--- src/rtl/rv32i_pkg.sv ---
// Shared RV32I encoder types: format codes, NOP constant, request and
// output-word payload structs.
package rv32i_pkg;

    localparam int unsigned XLEN = 32;

    // Instruction format selector; codes 6 and 7 are illegal.
    typedef enum logic [2:0] {
        FMT_R = 3'd0,
        FMT_I = 3'd1,
        FMT_S = 3'd2,
        FMT_B = 3'd3,
        FMT_U = 3'd4,
        FMT_J = 3'd5
    } fmt_e;

    // addi x0, x0, 0
    localparam logic [XLEN-1:0] NOP_INSTR = 32'h0000_0013;

    // Encode request payload as presented on the input side.
    typedef struct packed {
        logic [2:0]      fmt;
        logic [6:0]      opcode;
        logic [4:0]      rd;
        logic [4:0]      rs1;
        logic [4:0]      rs2;
        logic [2:0]      func3;
        logic [6:0]      func7;
        logic [XLEN-1:0] imm;
    } enc_req_t;

    // Encoded word plus its error flag, as stored in the output FIFO.
    typedef struct packed {
        logic            err;
        logic [XLEN-1:0] instr;
    } enc_word_t;

endpackage

--- src/rtl/enc_fifo2.sv ---
// Two-entry FIFO for encoded words.
// Ports:
//   clk, rst_n  clock, async active-low reset (clears contents)
//   i_push      write i_wdata (ignored when full)
//   i_wdata     word to store
//   i_pop       drop head entry (ignored when empty)
//   o_rdata     head entry, zero while empty
//   o_full      both slots occupied
//   o_empty     no slot occupied
module enc_fifo2
    import rv32i_pkg::*;
(
    input  logic      clk,
    input  logic      rst_n,
    input  logic      i_push,
    input  enc_word_t i_wdata,
    input  logic      i_pop,
    output enc_word_t o_rdata,
    output logic      o_full,
    output logic      o_empty
);

    localparam int unsigned CNT_BITS = 2;

    enc_word_t           r_mem [2];
    logic                r_wr_ptr;
    logic                r_rd_ptr;
    logic [CNT_BITS-1:0] r_count;

    logic w_push;
    logic w_pop;

    assign o_full  = (r_count == CNT_BITS'(2));
    assign o_empty = (r_count == CNT_BITS'(0));
    assign w_push  = i_push && !o_full;
    assign w_pop   = i_pop && !o_empty;

    // Head is forced to zero when empty so no stale word is shown.
    assign o_rdata = o_empty ? '0 : r_mem[r_rd_ptr];

    // Storage and pointers.
    always_ff @(posedge clk or negedge rst_n) begin
        if (!rst_n) begin
            r_mem[0] <= '0;
            r_mem[1] <= '0;
            r_wr_ptr <= 1'b0;
            r_rd_ptr <= 1'b0;
            r_count  <= '0;
        end else begin
            if (w_push) begin
                r_mem[r_wr_ptr] <= i_wdata;
                r_wr_ptr        <= ~r_wr_ptr;
            end
            if (w_pop) begin
                r_rd_ptr <= ~r_rd_ptr;
            end
            case ({w_push, w_pop})
                2'b10:   r_count <= r_count + CNT_BITS'(1);
                2'b01:   r_count <= r_count - CNT_BITS'(1);
                default: r_count <= r_count;
            endcase
        end
    end

endmodule

--- src/rtl/instr_encoder.sv ---
// RV32I instruction encoder: packs request fields into a 32-bit word per
// format, flags malformed requests, and buffers results in a 2-entry FIFO.
// Ports:
//   clk, rst_n             clock, async active-low reset
//   req_valid/req_ready    request handshake
//   req_fmt .. req_imm     request fields
//   out_valid/out_ready    output handshake
//   out_instr, out_err     head word and its error flag
//   instr_count            completed output handshakes (wraps)
module instr_encoder
    import rv32i_pkg::*;
#(
    parameter int unsigned CNT_W = 16
) (
    input  logic             clk,
    input  logic             rst_n,
    input  logic             req_valid,
    output logic             req_ready,
    input  logic [2:0]       req_fmt,
    input  logic [6:0]       req_opcode,
    input  logic [4:0]       req_rd,
    input  logic [4:0]       req_rs1,
    input  logic [4:0]       req_rs2,
    input  logic [2:0]       req_func3,
    input  logic [6:0]       req_func7,
    input  logic [31:0]      req_imm,
    output logic             out_valid,
    input  logic             out_ready,
    output logic [31:0]      out_instr,
    output logic             out_err,
    output logic [CNT_W-1:0] instr_count
);

    enc_req_t         w_req;
    enc_word_t        w_word;
    enc_word_t        w_head;
    logic             w_full;
    logic             w_empty;
    logic             w_accept;
    logic             w_pop;
    logic             r_started;
    logic [CNT_W-1:0] r_instr_count;

    assign w_req = '{
        fmt:    req_fmt,
        opcode: req_opcode,
        rd:     req_rd,
        rs1:    req_rs1,
        rs2:    req_rs2,
        func3:  req_func3,
        func7:  req_func7,
        imm:    req_imm
    };

    // Holds req_ready low until the first edge after reset release.
    always_ff @(posedge clk or negedge rst_n) begin
        if (!rst_n) begin
            r_started <= 1'b0;
        end else begin
            r_started <= 1'b1;
        end
    end

    assign req_ready = r_started && !w_full;
    assign w_accept  = req_valid && req_ready;
    assign out_valid = !w_empty;
    assign w_pop     = out_valid && out_ready;

    // Field packing per format; unused immediate bits are simply not selected.
    always_comb begin
        w_word       = '0;
        w_word.err   = 1'b0;
        w_word.instr = NOP_INSTR;
        case (w_req.fmt)
            FMT_R: w_word.instr = {w_req.func7, w_req.rs2, w_req.rs1,
                                   w_req.func3, w_req.rd, w_req.opcode};
            FMT_I: w_word.instr = {w_req.imm[11:0], w_req.rs1, w_req.func3,
                                   w_req.rd, w_req.opcode};
            FMT_S: w_word.instr = {w_req.imm[11:5], w_req.rs2, w_req.rs1,
                                   w_req.func3, w_req.imm[4:0], w_req.opcode};
            FMT_B: w_word.instr = {w_req.imm[12], w_req.imm[10:5], w_req.rs2,
                                   w_req.rs1, w_req.func3, w_req.imm[4:1],
                                   w_req.imm[11], w_req.opcode};
            FMT_U: w_word.instr = {w_req.imm[31:12], w_req.rd, w_req.opcode};
            FMT_J: w_word.instr = {w_req.imm[20], w_req.imm[10:1],
                                   w_req.imm[11], w_req.imm[19:12],
                                   w_req.rd, w_req.opcode};
            default: begin
                w_word.instr = NOP_INSTR;
                w_word.err   = 1'b1;
            end
        endcase
        // Non-32-bit opcode space, or misaligned branch/jump target.
        if (w_req.opcode[1:0] != 2'b11) begin
            w_word.err = 1'b1;
        end
        if ((w_req.fmt == FMT_B || w_req.fmt == FMT_J) && w_req.imm[0]) begin
            w_word.err = 1'b1;
        end
    end

    enc_fifo2 u_fifo (
        .clk     (clk),
        .rst_n   (rst_n),
        .i_push  (w_accept),
        .i_wdata (w_word),
        .i_pop   (w_pop),
        .o_rdata (w_head),
        .o_full  (w_full),
        .o_empty (w_empty)
    );

    assign out_instr = w_head.instr;
    assign out_err   = w_head.err;

    // Output handshake counter.
    always_ff @(posedge clk or negedge rst_n) begin
        if (!rst_n) begin
            r_instr_count <= '0;
        end else if (w_pop) begin
            r_instr_count <= r_instr_count + CNT_W'(1);
        end
    end

    assign instr_count = r_instr_count;

endmodule

--- config.mk ---
export PLATFORM = sky130hd
export DESIGN_NAME = instr_encoder
export DESIGN_NICKNAME = d
export VERILOG_FILES = /design/src/rtl/rv32i_pkg.sv /design/src/rtl/enc_fifo2.sv /design/src/rtl/instr_encoder.sv
export SDC_FILE = /design/constraint.sdc
export NUM_CORES = 1
export LEC_CHECK = 0
export ABC_AREA = 0
export BUFFER_PORTS_ARGS = -buffer_cell sky130_fd_sc_hd__buf_2
export CAP_MARGIN = 10
export CELL_PAD_IN_SITES_DETAIL_PLACEMENT = 1
export CELL_PAD_IN_SITES_GLOBAL_PLACEMENT = 1
export CORE_MARGIN = 2
export CORE_UTILIZATION = 42
export DETAILED_ROUTE_END_ITERATION = 8
export PLACE_DENSITY = 0.83
export SLEW_MARGIN = 20
export SYNTH_ARGS = -nofsm -noshare
export SYNTH_HDL_FRONTEND = slang
export SYNTH_SLANG_ARGS = --single-unit
--- constraint.sdc ---
create_clock -name clk -period 3.3 [get_ports clk]
set_input_delay 0.33 -clock clk [delete_from_list [all_inputs] [get_ports clk]]
set_output_delay 0.33 -clock clk [all_outputs]
set_load 0.05 [all_outputs]
==> impl_metrics.toml <==
[critical_path]
setup.worst_path.class = "flop to output port"
cp-startpoint = "u_fifo.r_rd_ptr"
rr_worst_depth = 5
critPathRequiredTime_ps = 2970
start_kind = "flop"
cp_max_fo = 19
rr_startpoint = "u_fifo.r_count[0]"
cp.arrival_ps = 2100
critPathCaptureType = "output port"

[final_layout]
diodes = 0
syn_to_final_growth_pct = 20.0
drive_above_1_share_pct = 28.3
nets = 617
final_util_pct = 52.4

[grt]
grt_pass1_wl_microns = 18800
grt_max_degree = 88
grt.overflow.total = 0
grt_antenna_before_repair = 0
grt_pass1_vias = 3658
grt_usage_pct = 21.4

[power]
vdd_ir_drop_max_mv = 0.549
p_per_area_mw_per_mm2 = 1020
pwr-share-clk_pct = 14.3
swShare_pct = 49.8
pwr-share-seq_pct = 35.2
pwr-share-comb_pct = 50.5
p_int_uw = 2640
cellLeakagePower_uw = 0.00261
power_switching_uw = 2610

[synthesis]
synthCells = 436
synth-seq-cells = 87
yosys_warnings = 0
syn_area_sq_mm = 0.00428
ys_seq_area_share_pct = 50.8
ys_types = 38
synth_edf_count = 0
yosys_most_used_dff = "dfrtp_1"
yosysTopAreaCell = "dfrtp_1"
avgSynthCellArea_sq_um = 9.83
synth_top_cell_area_share_pct = 50.8
syn_nets = 509
synthArstFlopShare_pct = 100
synthTopCellsByArea = "dfrtp_1, mux2i_1, o21ai_0"

[timing]
max-slew-margin-rel_pct = 38.3
worst_slew_pin_slew_ps = 923
fin_crit_sh_pct = 73.8
rsz0062_at_grt = "false"
setup_viol = 0
slew_viol_final = 0
final.min_clock_period_ps = 2430
finalHoldViolations = 0
fmax_mhz = 411
setup_tns_ps = 0
finClkSkew_ps = 9.37

[clock_tree]
holdBufCountCts = 0
cts_made_buffers = 9
worstSkewPairLatency_ps = 350
htreeDepth = 3
cts_setup_buffers = 0
cts_max_path_buffers = 2
cts_resized = 0
root_buffer = "clkbuf_8"
tritoncts = "built"
clock_sinks = 87
clk_pin_slew_ps = 80

[routing]
avgRoutedWirePerCell_microns = 16.7
dr_total_vias = 3610
drtIter0Drc = 104
routed_wl_microns = 11400
ant_nets = 0
via_per_inst = 5.30
drc = 0
first_pass_iters = 4

[place]
hpwlAfterDp_microns = 8280
finalWeightedCongestion = 0.824
io_buffers = 121

[floorplan]
die_w_microns = 105
die_y_microns = 105
ios = 122
core_sq_mm = 0.00982
die_area_sq_mm = 0.0110
initial_utilization_pct = 43.6
rows = 36

[status]
outcome = "complete, no violations"

[hold_path]
worstHoldPathType = "input port to async pin"

[flow_run]
maxCapViolCount = 0
==> per-layer routing <==
metal / global-route usage (%) / share of wire, %
met3: 3.74 / 4.6
met5: 0 / 0
met4: 5.71 / 1.3
met2: 35.3 / 48
met1: 29.2 / 46
==> power groups by stage <==
stage	sequential, uW	combinational (uW)	clock, uW
detailed placement	1870	2680	0
global placement	1840	2610	0
CTS	1850	2690	769
global route	1910	2880	811
finish	1850	2650	751
floorplan	1840	2020	0
==> layout make-up <==
cell class / count / area [sq um]
Inverter: 5 / 18.8
Tap cell: 133 / 166
Multi-Input combinational cell: 314 / 1910
Clock buffer: 12 / 155
Sequential cell: 87 / 2180
Timing Repair Buffer: 127 / 669
Fill cell: 1179 / 4680
Clock inverter: 3 / 42.5
==> placed cells by master (no fill, tap or decap), types with 5 or more instances in the layout <==
| cell | count |
|---|---|
| o22a_1 | 6 |
| dfrtp_1 | 86 |
| clkbuf_8 | 11 |
| buf_4 | 5 |
| o21ai_0 | 64 |
| buf_2 | 120 |
| xnor2_1 | 17 |
| nand2_1 | 79 |
| mux2i_1 | 33 |
| nand3_1 | 6 |
| nor2_1 | 37 |
| a22oi_1 | 30 |
| nand4_1 | 7 |
==> registers in the layout, indices dropped and copies added, names as in the netlist <==
signal / flops
instr_count: 16
r_started: 1
u_fifo.r_wr_ptr: 1
u_fifo.r_count: 2
u_fifo.r_rd_ptr: 1
u_fifo.r_mem: 66
==> cells by family after synthesis <==
group	count (synthesis)	synth area share [%]
flops	87	50.8
xor+xnor	19	3.88
simple gates	140	14.1
compound gates	113	16.3
buf+inv	35	4.61
fa+ha+maj	3	0.847
other cells	1	0.0875
mux	38	9.29
==> cells in the mapped netlist (all sizes together) (2+ instances only) <==
cell type / instances
mux2: 4
ha: 2
nand3: 6
xnor2: 17
nand4: 7
buf: 21
a21oi: 4
nand2: 79
mux2i: 33
clkbuf: 9
inv: 5
nor2: 39
and3: 3
dfrtp: 87
a22o: 4
a22oi: 30
o22a: 6
o21ai: 66
xor2: 2
==> final timing paths <==
kind / to / slack, ps
max: out_instr[31] / 870
min: u_fifo.r_mem[50] / 40
max reg2reg: u_fifo.r_mem[3] / 1040
min reg2reg: instr_count[15] / 480
max in group asynchronous: u_fifo.r_rd_ptr / 2670
min in group clk: u_fifo.r_mem[39] / 260
==> worst max-delay path, stage by stage (launching register included) <==
cell and delay [ps]:
dfrtp_2 760, buf_4 410, mux2i_1 310, nor2_1 60
buf_2 210
==> through the flow <==
stage / setup WS (ps) / power [uW] / hold WS, ps / area [sq um] / instances
after floorplan: 1470 / 3860 / 34.4 / 4280 / 436
after global placement: 1170 / 4450 / 457 / 4940 / 666
after detailed placement: 996 / 4550 / 470 / 4940 / 666
after CTS: 833 / 5310 / 223 / 5140 / 681
after global routing: 763 / 5610 / 100 / 5140 / 681
final: 865 / 5250 / 40.8 / 5140 / 681
(Power assumes the default switching activity.)
